### src/rtl/stream_fifo.sv
// Single-clock first-word-fall-through stream FIFO with occupancy count and status flags.
// Optional peak-occupancy tracker enabled by defining STREAM_FIFO_PEAK_EN.
module stream_fifo #(
  parameter int DATA_WIDTH = 16,
  parameter int ADDR_WIDTH = 3,
  parameter int AFULL_LVL  = (1 << ADDR_WIDTH) - 2,
  parameter int AEMPTY_LVL = 2
) (
  input  logic                  clk,
  input  logic                  reset_n,
  input  logic                  clear,
  input  logic                  in_valid,
  input  logic [DATA_WIDTH-1:0] in_data,
  output logic                  in_ready,
  output logic                  out_valid,
  output logic [DATA_WIDTH-1:0] out_data,
  input  logic                  out_ready,
  output logic [ADDR_WIDTH:0]   fifo_count,
  output logic                  almost_full,
  output logic                  almost_empty,
  output logic                  overflow,
  output logic                  underflow
`ifdef STREAM_FIFO_PEAK_EN
  ,
  output logic [ADDR_WIDTH:0]   peak_count
`endif
);

  localparam int CW    = ADDR_WIDTH + 1;
  localparam int DEPTH = 1 << ADDR_WIDTH;

  localparam logic [ADDR_WIDTH:0]   LP_DEPTH  = CW'(DEPTH);
  localparam logic [ADDR_WIDTH:0]   LP_AFULL  = CW'(AFULL_LVL);
  localparam logic [ADDR_WIDTH:0]   LP_AEMPTY = CW'(AEMPTY_LVL);
  localparam logic [ADDR_WIDTH:0]   LP_CNT1   = CW'(1);
  localparam logic [ADDR_WIDTH-1:0] LP_PTR1   = ADDR_WIDTH'(1);

  logic [DATA_WIDTH-1:0] r_mem [DEPTH];
  logic [ADDR_WIDTH-1:0] r_wr_ptr;
  logic [ADDR_WIDTH-1:0] r_rd_ptr;
  logic [ADDR_WIDTH:0]   r_count;
  logic                  r_overflow;
  logic                  r_underflow;

  logic                  w_in_ready;
  logic                  w_out_valid;
  logic                  w_push;
  logic                  w_pop;
  logic [ADDR_WIDTH:0]   w_count_next;

  // Readiness comes only from the registered count, so a full FIFO refuses a
  // write even while it is being popped in the same cycle.
  assign w_in_ready  = (r_count < LP_DEPTH);
  assign w_out_valid = (r_count != '0);
  assign w_push      = in_valid && w_in_ready;
  assign w_pop       = out_ready && w_out_valid;

  always_comb begin
    w_count_next = r_count;
    if (clear) begin
      w_count_next = '0;
    end else begin
      unique case ({w_push, w_pop})
        2'b10:   w_count_next = r_count + LP_CNT1;
        2'b01:   w_count_next = r_count - LP_CNT1;
        default: w_count_next = r_count;
      endcase
    end
  end

  always_ff @(posedge clk or negedge reset_n) begin
    if (!reset_n) begin
      r_wr_ptr    <= '0;
      r_rd_ptr    <= '0;
      r_count     <= '0;
      r_overflow  <= 1'b0;
      r_underflow <= 1'b0;
    end else if (clear) begin
      r_wr_ptr    <= '0;
      r_rd_ptr    <= '0;
      r_count     <= '0;
      r_overflow  <= 1'b0;
      r_underflow <= 1'b0;
    end else begin
      if (w_push) r_wr_ptr <= r_wr_ptr + LP_PTR1;
      if (w_pop)  r_rd_ptr <= r_rd_ptr + LP_PTR1;
      r_count <= w_count_next;
      if (in_valid && !w_in_ready)  r_overflow  <= 1'b1;
      if (out_ready && !w_out_valid) r_underflow <= 1'b1;
    end
  end

  // Storage is deliberately left out of reset and clear.
  always_ff @(posedge clk) begin
    if (w_push && !clear) r_mem[r_wr_ptr] <= in_data;
  end

`ifdef STREAM_FIFO_PEAK_EN
  logic [ADDR_WIDTH:0] r_peak;

  always_ff @(posedge clk or negedge reset_n) begin
    if (!reset_n) begin
      r_peak <= '0;
    end else if (clear) begin
      r_peak <= '0;
    end else if (w_count_next > r_peak) begin
      r_peak <= w_count_next;
    end
  end

  assign peak_count = r_peak;
`endif

  assign in_ready     = w_in_ready;
  assign out_valid    = w_out_valid;
  assign out_data     = r_mem[r_rd_ptr];
  assign fifo_count   = r_count;
  assign almost_full  = (r_count >= LP_AFULL);
  assign almost_empty = (r_count <= LP_AEMPTY);
  assign overflow     = r_overflow;
  assign underflow    = r_underflow;

endmodule

### config.mk
export PLATFORM = sky130hd
export DESIGN_NAME = stream_fifo
export DESIGN_NICKNAME = d
export VERILOG_FILES = /design/src/rtl/stream_fifo.sv
export SDC_FILE = /design/constraint.sdc
export NUM_CORES = 1
export LEC_CHECK = 0
export CELL_PAD_IN_SITES_DETAIL_PLACEMENT = 0
export CELL_PAD_IN_SITES_GLOBAL_PLACEMENT = 2
export CORE_MARGIN = 1.5
export CORE_UTILIZATION = 40
export DETAILED_ROUTE_END_ITERATION = 8
export PLACE_DENSITY_LB_ADDON = 0.1
export SLEW_MARGIN = 15
export SYNTH_ARGS = -nofsm -noshare
export SYNTH_HDL_FRONTEND = slang
export SYNTH_SLANG_ARGS = --single-unit
export TNS_END_PERCENT = 30
### constraint.sdc
create_clock -name clk -period 2.45 [get_ports clk]
set_input_delay 0.3675 -clock clk [delete_from_list [all_inputs] [get_ports clk]]
set_output_delay 0.3675 -clock clk [all_outputs]
set_load 0.03 [all_outputs]
# Yosys cells after proc, flatten, opt, wreduce, memory -nomap -nowiden
# Memory sizes are Yosys's and may differ from the RTL's.
# Index checks and enable logic that the tools add are counted.
# word_totals
n_memories,1
wordCells,41
output_inout_bits,26
ramBits,128
in_bits,21
register_bits,12
# classes
order_cmp,3
eq_ne,2
n_reduce_logical,14
muxes,12
addsub,4
# mem_list
name,depth,word_bits,read_ports,rd_ports_with_merged_regs,wr,line_no,text
r_mem,8,16,1,0,1,38,logic [DATA_WIDTH-1:0] r_mem [DEPTH];
# ops
op,count
$mux 3,4
$pmux 4 s2,1
$reduce_bool 2->1,4
$add 3x1->3 const B,2
$mux 1,6
$logic_and 1x1->1,5
$add 4x1->4 const B,1
$ge 4x3->1 const B,1
$le 4x2->1 const B,1
$lt 4x4->1 const B,1
$mux 4,1
$reduce_bool 4->1,1
$sub 4x1->4 const B,1
$logic_not 1->1,3
$reduce_bool 3->1,1
$eq 2x1->1 const B,1
$eq 2x2->1 const B,1

# Logic depth before layout (Yosys ltp)
# logic_depth
ltp_word,5
ltp_mapped,10
mapped_depth_nobuf,8

# Worst setup path after synthesis
# OpenSTA, ideal clock, no wires.
# synth_timing
kind,flip-flop to flip-flop
startpoint,register r_count[1] (netlist: fifo_count[1])
endpoint,register r_count[3] (netlist: fifo_count[3])
setup_time_ns,0.125
stages_incl_launch_ff,10
setup_slack_ns,-0.376
required_ns,2.325
t_arrival_ns,2.702
period_less_slack_ns,2.826
n_path_buf,2
cell_sequence,dfrtp_1 > buf_6 > or4_2 > clkbuf_1 > nand2_1 > nor2_1 > ha_1 > a41oi_1 > o21ai_0 > mux2_2
# synth_between
elab_chain_len,5
word_cells_on_any_way,11
cone_classes,add/sub: 2; order compare: 1; eq/ne: 2; mux: 2; reduce/logical: 4
# synth_lines
item,line_no,text
start: declaration,41,logic [ADDR_WIDTH:0] r_count;
start signal: assignment,87,r_count <= w_count_next;
$reduce_bool 4->1 *,54,assign w_out_valid = (r_count != '0);
named net out_valid,15,"output logic out_valid,"
$logic_and 1x1->1 *,56,assign w_pop = out_ready && w_out_valid;
$eq 2x1->1 or $eq 2x2->1 (tied branches),63,"unique case ({w_push, w_pop})"
$pmux 4 s2,63,
$mux 4,78,end else if (clear) begin
# Mark *: on every way through the listed nets, which the timed path passes. The rest lies on a longest branch.
# A chain may end at the register's enable or synchronous reset.

# Worst setup path after layout
# layout_timing
startpoint,register r_rd_ptr[0]
endpoint,output port out_data[2]
# layout_between
elab_chain_len,1
# layout_lines
item,line_no,text
start: declaration,40,logic [ADDR_WIDTH-1:0] r_rd_ptr;
start signal: assignment,86,if (w_pop) r_rd_ptr <= r_rd_ptr + LP_PTR1;
$mem_v2 8x16,n/a,
end: declaration,16,"output logic [DATA_WIDTH-1:0] out_data,"
# Every way passes these cells.

==> reports/qor.yml <==
cts_buffers: 17
grt_usage: 0.166
maxCapViolCount: 0
power_density_nw_per_um2: 1020
fmax_mhz: 399
r2r_slack_ps: 160
cts_buffer_depth: 2
fp.dieH_um: 121
syn_area_per_cell_um2: 19.8
cp_num_buf_inv: 2
final.setup.worst_slack_ps: -53.9
worst-path-stages: 4
ys_seq_area_frac: 0.743
met2_usage: 0.269
postLayoutCellArea_um2: 7170
coreArea_um2: 13400
grt_use_met1: 0.217
outcome: "finished with violations"
ir_worst_vdd_uv: 462
min_period_over_period: 1.02
htreeDepth: 4
drc: 0
synth_cell_types: 32
die_x_um: 121
yosys_warnings: 0
tightest_slew_ps: 598
grt_pass1_wl_um: 17200
cp_slowest_cell: "mux4_2"
violations: "setup timing"
met3_usage: 0.0390
final_core_util: 0.535
drt_wl_total_um: 10900
final_max_slew_viol_count: 0
gr-total-overflow: 0
startpoint_type: "register"
busiest_layer: "met2"
syn_to_final_growth_pct: 28.6
cts_hold_buf: 0
post_layout_nonfiller_instances: 560
rows: 42
placed_area_um2: 6490
place_hpwl_um: 6910
clock-sinks: 140
drt_first_iter_violations: 272
synth_top_area_frac: 0.690
synth-edff-count: 128
critical_path_class: "register to output port"
drive_gt1_frac: 0.354
vias: 2834
place_congestion: 0.700
critPathArrivalTime_ps: 2140
grt_max_degree: 23
synth_top_area_cell: "edfxtp_1"
clockRootBuffer: "clkbuf_16"
final.setup.tns_ps: -358
path_clk_slew_ps: 50
clk_latency_ps: 420
cp_max_fo: 14
path_cells: "buf_12 -> mux4_2 -> mux2_2 -> clkdlybuf4s15_2"
syn_nets: 306
start_util: 0.416
hp-class: "input port to async pin"
grt_pass1_vias: 3016
cp-end-kind: "output port"
r2r-end: "fifo_count[3]"
rsz0062_at_grt: "yes"
antenna_found_initial: 0
async_reset_ff_frac: 0.0857
dieArea_um2: 14700
setup_violations: 14
hold_viol: 0
synth_cells: 281
cp_top_family: "multiplexers"
antenna_left: 0
finClkSkew_ps: 6.65
synth-main-ff-cell: "edfxtp_1"
finalPower_mw: 7.31
fin_nets: 399
rr_worst_depth: 7
diodes: 0
cts_tree: "done"
p_leak_nw: 2.46
rr_startpoint: "fifo_count[1]"
ys_ff_latch: 140
synth_area_um2: 5570
port_buffers: 46
post-place-cells: 524
period_minus_slack_ps: 2500
via_per_inst: 5.06
ioPinCount: 47
avgRoutedWirePerCell_um: 19.5
synth.area.top_cells: "edfxtp_1 69%, mux4_2 13%, dfrtp_1 5.4%"
slew_headroom: 0.600
required_ps: 2080
slowest_delay_ps: 520
drtPass1Iterations: 5
-- layout by cell type, fill, tap and decap left out, drive strengths merged, types with 6 or more instances in the layout --
master         instances
clkbuf                20
clkdlybuf4s15         10
nor2                  17
nand2                 12
clkdlybuf4s50         29
clkinv                 7
dfrtp                 12
buf                   48
mux2                  17
a21oi                  6
mux4                  32
edfxtp               128
-- metal layers --
| layer | up-vias | wire [um] | part of all wire |
|---|---|---|---|
| met3 | 15 | 306 | 0.028 |
| met5 | - | 0 | 0 |
| met2 | 47 | 5530 | 0.51 |
| li1 | 1317 | - | - |
| met4 | 0 | 198 | 0.018 |
| met1 | 1455 | 4860 | 0.45 |
-- area by class of cell --
| type | count | area [um2] |
|---|---|---|
| fill | 1093 | 6230 |
| clock inverter | 10 | 126 |
| multi-input combinational | 123 | 1370 |
| timing repair buffer | 89 | 863 |
| inverter | 3 | 11.3 |
| sequential | 140 | 4150 |
| tap | 176 | 220 |
| clock buffer | 19 | 433 |
-- worst max path at each step --
stage / end / from
2_1_floorplan: fifo_count[3] / fifo_count[1]
3_3_place_gp: out_data[14] / r_rd_ptr[0]
3_5_place_dp: out_data[14] / r_rd_ptr[0]
4_1_cts: out_data[8] / r_rd_ptr[0]
5_1_grt: out_data[5] / r_rd_ptr[0]
6_report: out_data[2] / r_rd_ptr[0]
-- power by group --
part | leakage (nW) | total (mW) | switching (mW) | internal (mW)
Clock | 0.270 | 2.44 | 0.879 | 1.56
Combinational | 0.873 | 2.09 | 1.01 | 1.08
Sequential | 1.32 | 2.78 | 0.0593 | 2.72
-- sequential cells by signal (all words and copies together) (netlist names) --
register    flops
r_mem         128
fifo_count      4
r_rd_ptr        3
r_wr_ptr        3
overflow        1
underflow       1
-- Yosys cell counts, types with 2 or more instances --
master and count:
edfxtp_1 128, mux4_2 32, mux2_2 17, nor2_1 17, dfrtp_1 12, nand2_1 12, clkbuf_1 9, a21oi_1 6
buf_2 4, ha_1 4, nand3_1 4, nor2b_1 4, nor3_1 4, xor2_1 4, inv_1 3, nand2b_1 3
a211oi_1 2, or3_1 2
-- what timing repair did --
item,4_1_cts,5_1_grt
resized for setup,40,7
hold endpoints to repair,0,0
gates cloned,0,1
setup buffers,1,5
setup endpoints to repair,15,14
-- cell families after synthesis --
group,synth area share
buf+inv,0.0144
compound gates,0.0162
simple gates,0.0438
mux,0.165
xor+xnor,0.00786
fa+ha+maj,0.00898
flops,0.743
-- per-stage QoR --
step	setup WS [ps]	hold slack [ps]
after floorplan	-299	71.9
after global placement	103	485
after detailed placement	83.4	500
after CTS	-68.0	356
after global routing	-116	384
final	-53.9	335
Note: power is estimated with default switching activity, not from simulation.
